### config.mk
export PLATFORM = sky130hd
export DESIGN_NAME = branch_resolve_unit
export DESIGN_NICKNAME = d
export VERILOG_FILES = /design/src/rtl/branch_resolve_unit.sv
export SDC_FILE = /design/constraint.sdc
export NUM_CORES = 1
export LEC_CHECK = 0
export CAP_MARGIN = 0
export CORE_MARGIN = 2
export CORE_UTILIZATION = 45
export DETAILED_ROUTE_END_ITERATION = 8
export PLACE_DENSITY = 0.78
export SLEW_MARGIN = 20
export SYNTH_ARGS = -nofsm -noshare
export SYNTH_HDL_FRONTEND = slang
export SYNTH_SLANG_ARGS = --single-unit
### constraint.sdc
create_clock -name clk -period 8.9 [get_ports clk]
set_input_delay 1.78 -clock clk [delete_from_list [all_inputs] [get_ports clk]]
set_output_delay 1.78 -clock clk [all_outputs]
set_load 0.01 [all_outputs]
### src/rtl/branch_resolve_unit.sv
// branch_resolve_unit: pops fetch-side branch predictions at Execute, trains the predictor, redirects and flushes on mispredict
module branch_resolve_unit #(
  parameter int DEPTH = 4,
  parameter int RECOVER_CYC = 2,
  parameter int CNT_W = 32
) (
  input  logic             clk,
  input  logic             rst,
  input  logic             fe_push,
  input  logic [31:0]      fe_pc,
  input  logic             fe_pred_take,
  output logic             fe_full,
  input  logic             ex_vld,
  input  logic             ex_taken,
  input  logic [31:0]      ex_target,
  output logic             upd_vld,
  output logic             upd_taken,
  output logic [31:0]      upd_pc,
  output logic             redirect_vld,
  output logic [31:0]      redirect_pc,
  output logic             in_recover,
  output logic             err_overflow,
  output logic             err_underflow,
  output logic [CNT_W-1:0] br_cnt,
  output logic [CNT_W-1:0] mis_cnt
);
  localparam int AW = $clog2(DEPTH);
  localparam int CW = $clog2(DEPTH + 1);
  localparam int RW = $clog2(RECOVER_CYC + 1);
  localparam logic [CW-1:0] FULL = CW'(DEPTH);
  localparam logic [RW-1:0] REC_LD = RW'(RECOVER_CYC);
  typedef enum logic {RUN, RECOVER} state_t;
  state_t state, state_d;
  logic [RW-1:0] rec_cnt, rec_cnt_d;
  logic [31:0] pc_q [DEPTH];
  logic pred_q [DEPTH];
  logic [AW-1:0] rd_ptr, wr_ptr;
  logic [CW-1:0] count;
  logic pop, mis, push_ok;
  assign pop = ex_vld && count != '0;
  assign mis = pop && (pred_q[rd_ptr] != ex_taken);
  assign push_ok = fe_push && state == RUN && (count != FULL || pop) && !mis;
  assign fe_full = count == FULL;
  assign in_recover = state == RECOVER;
  always_comb begin
    state_d = mis ? RECOVER : (state == RECOVER && rec_cnt == RW'(1)) ? RUN : state;
    rec_cnt_d = mis ? REC_LD : in_recover ? rec_cnt - 1'b1 : rec_cnt;
  end
  always_ff @(posedge clk) begin
    if (push_ok) begin
      pc_q[wr_ptr] <= fe_pc;
      pred_q[wr_ptr] <= fe_pred_take;
    end
  end
  always_ff @(posedge clk) begin
    if (rst) begin
      state <= RUN;
      rec_cnt <= '0;
      rd_ptr <= '0;
      wr_ptr <= '0;
      count <= '0;
      upd_vld <= 1'b0;
      upd_taken <= 1'b0;
      upd_pc <= '0;
      redirect_vld <= 1'b0;
      redirect_pc <= '0;
      err_overflow <= 1'b0;
      err_underflow <= 1'b0;
      br_cnt <= '0;
      mis_cnt <= '0;
    end else begin
      state <= state_d;
      rec_cnt <= rec_cnt_d;
      if (push_ok) wr_ptr <= wr_ptr + 1'b1;
      if (mis) begin
        rd_ptr <= wr_ptr;
        count <= '0;
      end else begin
        if (pop) rd_ptr <= rd_ptr + 1'b1;
        count <= count + CW'(push_ok) - CW'(pop);
      end
      upd_vld <= pop;
      redirect_vld <= mis;
      if (pop) begin
        upd_taken <= ex_taken;
        upd_pc <= pc_q[rd_ptr];
      end
      if (pop && !(&br_cnt)) br_cnt <= br_cnt + 1'b1;
      if (mis) redirect_pc <= ex_taken ? ex_target : pc_q[rd_ptr] + 32'd4;
      if (mis && !(&mis_cnt)) mis_cnt <= mis_cnt + 1'b1;
      if (fe_push && state == RUN && fe_full && !pop) err_overflow <= 1'b1;
      if (ex_vld && count == '0) err_underflow <= 1'b1;
    end
  end
endmodule

## Yosys cells after proc, flatten, opt, wreduce, memory -nomap -nowiden

Memory sizes are Yosys's and may differ from the RTL's. A register that Yosys moved wholly into a read port is not among the register bits.
Cells that the tools add are included.

- Add/subtract/negate cells: 8
- Equal/unequal tests: 4
- Multiplexer cells: 13
- Bitwise gates (word level): 1
- Reductions and logical operators: 24

Operators with widths:

| cell | count |
|---|---|
| $add 32x1->32 const B | 2 |
| $reduce_and 32->1 | 2 |
| $add 32x3->32 const B | 1 |
| $mux 32 | 1 |
| $mux 2 | 8 |
| $logic_and 1x1->1 | 11 |
| $reduce_bool 2->1 | 3 |
| $add 2x1->2 const B | 2 |
| $logic_not 1->1 | 4 |
| $mux 1 | 4 |
| $add 3x1->3 | 1 |
| $eq 3x3->1 const B | 1 |
| $logic_not 3->1 | 1 |
| $ne 3x3->1 const B | 1 |
| $reduce_bool 3->1 | 1 |
| $sub 3x1->3 | 1 |
| $eq 2x1->1 const B | 1 |
| $reduce_or 2->1 | 1 |
| $sub 2x1->2 const B | 1 |
| $logic_or 1x1->1 | 1 |
| $ne 1x1->1 | 1 |
| $not 1->1 | 1 |

- Register bits after elaboration: 143
- Memory bits (writable): 132
- Output and inout bits: 135
- Word-level logic and storage cells: 67
- Memories kept: 2

Memory list:

| memory | depth | bits a word | rd ports | clocked after Yosys merged registers in | write ports | line | text |
|---|---|---|---|---|---|---|---|
| pc_q | 4 | 32 | 1 | 1 | 1 | 35 | `logic [31:0] pc_q [DEPTH];` |
| pred_q | 4 | 1 | 1 | 1 | 1 | 36 | `logic pred_q [DEPTH];` |

## Longest topological paths before layout

- Word-level depth: 7
- Depth in mapped cells: 12
- Gate-level depth less buffers: 10

## Worst setup path after synthesis

Ideal clock, no wire load.

- Path type: input -> register
- Start: input port ex_taken
- End: memory pc_q[0][0], enable pin
- Setup time: 0.393 ns
- Data arrival time: 3.526 ns
- Required time: 8.507 ns
- Slack: 4.981 ns
- Stages: 6
- Buffers on the path: 1
- Cells stage by stage: inv_2 > xnor2_2 > buf_4 > and2_1 > nor2_1 > and2_1

- Cells in the longest elaborated chain, start to end: 6

RTL lines:

| what | line | text |
|---|---|---|
| from (decl) | 14 | `input logic ex_taken,` |
| $ne 1x1->1 | 41 | `assign mis = pop && (pred_q[rd_ptr] != ex_taken);` |
| $logic_and 1x1->1 | 41 |  |
| $logic_not 1->1 | 42 | `assign push_ok = fe_push && state == RUN && (count != FULL \|\| pop) && !mis;` |
| $logic_and 1x1->1 | 42 |  |
| $mux 1 | 50 | `if (push_ok) begin` |
| $mux 1 (implied by the code) | 51 | `pc_q[wr_ptr] <= fe_pc;` |
| to (decl) | 35 |  |

No other way between the ends.

## Worst setup path after layout

- Start: input port ex_taken
- End: memory pc_q[1][2], enable pin

The elaborated chain is that of the path after synthesis.

==> results.md <==
* Post-CTS Setup Inserts at 0
* Sequential share of power at 0.426
* Clk pin slew, worst setup/hold paths at about 0.06 ns
* Mapped cell area at 11,500 µm²
* Hold WC Path Type: reg -> reg
* Fin cells at 1,523
* Clock power share at 0.324
* Clock Latency Late Sink at around 0.54 ns
* Worst EP arrival at 4.55 ns
* Synth area leader: edfxtp_1
* Least-Margin Pin Slew at 0.953 ns
* Simple-Gate Fraction of Synth Area at 0.151
* HP Start: upd_pc[31]
* Total power at 3.86 mW
* Worst reg2reg setup slack at 5.12 ns
* Main combinational cell family by area after synthesis: simple AND/OR/NAND/NOR gates
* Post-Synth Adder-Cell Area at 0.0115
* Post-DP HPWL at 19.4 mm
* CTS tree: yes
* Worst R2R End: pc_q[1][2]
* CP max FO at 33
* Final instance area at 14,800 µm²
* Compound-Gate Fraction of Synth Area at 0.0831
* Post-CTS Resized at 0
* Pwr per Cell Area at 260 nW/µm²
* Xor and xnor area share after synthesis at 0.0555
* IO Count at approximately 210
* Grt ovf at 0
* Via density at about 5.6
* Switching share of power at 0.294
* Via count at between 8,000 and 9,000
* Pin count of the biggest net entering global routing at between 60 and 70
* Post-Synthesis Net Count at 1,056
* Startpoint type of the worst setup path: input port
* Gr usage total at 0.214
* Setup WS post-layout at about 4.5 ns
* Dominant synthesized flop cell: dfxtp_1
* Antenna cells at 0
* Number of fill cells at 1,995
* Gate power share at 0.250
* Worst R2R Path Depth at 6
* Post-synth ARST share at 0
* Synth area leaders: edfxtp_1 (34%), dfxtp_1 (25%), mux4_2 (6.5%)
* First-pass GRT wire length at 45.0 mm
* Hold Crit Depth at 2
* Count leader, synth: dfxtp_1
* Flops & latches, synth at 277
* Syn avg cell area at 11.8 µm²
* Port bufs at 204
* Commonest cells post-synth: dfxtp_1 (145), edfxtp_1 (132), nand2_1 (117)
* Vias in the first global route at just over 8,000
* Peak Freq at ~230 MHz
* Num CTS Buffers at 28
* Minimum clock period at ~4.4 ns
* Layout cells sized above 1 at 0.0981
* Routability cong. at 0.836
* Status: completed
* Die Footprint at roughly 27,000 µm²
* Area growth, synth to finish at 28.9%
* DR WL/cell at ~19 µm
* Core area at 25,100 µm²
* Final hold violation count at 0
* Final period util at 0.493
* Final TNS setup at 0 ns
* Int Power at 2.72 mW
* Worst setup EP type: flip-flop
* Dpl ws at 4.00 ns
* Area share of the largest cell type after synthesis at 0.345
* Placed Instances at around 1,500
* Clock skew at 0.00996 ns
* Mux cell area share after synthesis at 0.0772
* Clock Path Buffers at 3
* Max transition margin at 0.360
* Post-route ant nets at 0
* Data required, critical path at roughly 9 ns
* Final Max Slew Viols at 0
* Synth warnings at 0
* Die height at 164 µm
* Leakage power at roughly 4.9 nW
* Setup violators final at 0
* Clock sinks at 277
* Post-synth cell types at 59
* Sequential area share after synthesis at 0.597
* Area post-placement at roughly 14,000 µm²
* RSZ-0062 raised after global routing: no
* CTS root buf: clkbuf_16
* Detailed Routing Iterations Pass 1 at 4
* H-tree levels at 1
* Starting Density at 0.458
* Final hold slack at around 0.46 ns
* Initial antenna violation count at 0
* Register area at 6870 µm²
* VDD IR max at 0.203 mV
* Cells after Synth at 976
* Number of flops mapped to enable cells by yosys at 132
* Routed Wire Length at 28.8 mm
* # Max-Cap Violations at 0
* P_sw at 1.13 mW
* Initial DRC count at 837
* FP Rows at 58
* CP Class: in -> reg
* Count of hold buffers inserted by post-cts repair at 0
* Drc violations at 0
* Nets at 1,251
* Finished Core Util at 0.590
* Area of the multi-input gates at roughly 4400 µm²
* Die X at 164 µm
* Hold Path End: upd_pc[31]
-- sequential cells by signal (all words and copies together), names as in the netlist, named ones only --
signal         count
wr_ptr             2
upd_pc            32
pc_q             128
redirect_vld       1
pred_q             4
err_overflow       1
err_underflow      1
mis_cnt           32
count              3
rec_cnt            2
upd_taken          1
br_cnt            32
upd_vld            1
rd_ptr             2
redirect_pc       32
in_recover         1
-- how the worst max path moves through the flow --
stage          startpoint               to  depth (start not counted)
5_1_grt          ex_taken  redirect_pc[25]                          8
2_1_floorplan    ex_taken       pc_q[0][0]                          6
4_1_cts          ex_taken      pc_q[3][13]                          7
3_3_place_gp     ex_taken      pc_q[3][13]                          7
6_report         ex_taken       pc_q[1][2]                          7
3_5_place_dp     ex_taken      pc_q[3][14]                          7
-- critical path, cell delays in order --
cell	delay [ns]
clkdlybuf4s50_1	0.46
buf_4	0.24
inv_2	0.17
xnor2_2	0.27
and2_1	0.27
nor2_1	0.46
and2_2	0.85
-- power by group through the flow --
| stage | combinational, mW | sequential (mW) | clock (mW) |
|---|---|---|---|
| floorplan | 0.546 | 1.68 | 0 |
| global placement | 0.943 | 1.66 | 0 |
| detailed placement | 0.960 | 1.67 | 0 |
| CTS | 0.971 | 1.64 | 1.26 |
| global route | 1.05 | 1.66 | 1.31 |
| finish | 0.964 | 1.64 | 1.25 |
-- cell usage in the layout (no fill, tap or decap), drive strengths merged, types with 5 or more instances in the layout --
cell / n
xor2: 28
o31ai: 6
inv: 18
dfxtp: 145
a22oi: 14
o21ai: 41
clkbuf: 31
and3: 19
nor4: 13
clkdlybuf4s50: 203
a211oi: 11
and4: 12
nand2: 117
nand3: 36
edfxtp: 132
mux2i: 10
clkinv: 11
ha: 9
buf: 11
nand4: 16
xnor2: 44
nor2: 78
and2: 7
a32oi: 5
a21oi: 63
bufinv: 6
or4: 7
nor3: 14
or3: 10
mux4: 33
-- per-layer routing --
metal,wire (µm),track usage,vias to the layer above
li1,-,-,3976
met1,12400,0.295,4152
met2,13700,0.350,335
met3,2070,0.0364,44
met4,720,0.0646,0
met5,0,0,-
-- kinds of logic (layout without fill, tap and decap cells) --
family | Yosys count | after routing
mux | 47 | 47
buf+inv | 66 | 283
xor+xnor | 72 | 72
fa+ha+maj | 10 | 10
simple gates | 345 | 345
flops | 277 | 277
compound gates | 159 | 159
-- final cells by class --
type	instances	area share
Sequential cell	277	0.463
Multi-Input combinational cell	633	0.296
Clock inverter	21	0.0185
Timing Repair Buffer	214	0.143
Inverter	17	0.00430
Clock buffer	31	0.0480
Tap cell	330	0.0278
Power figures use the tool's default switching activity.
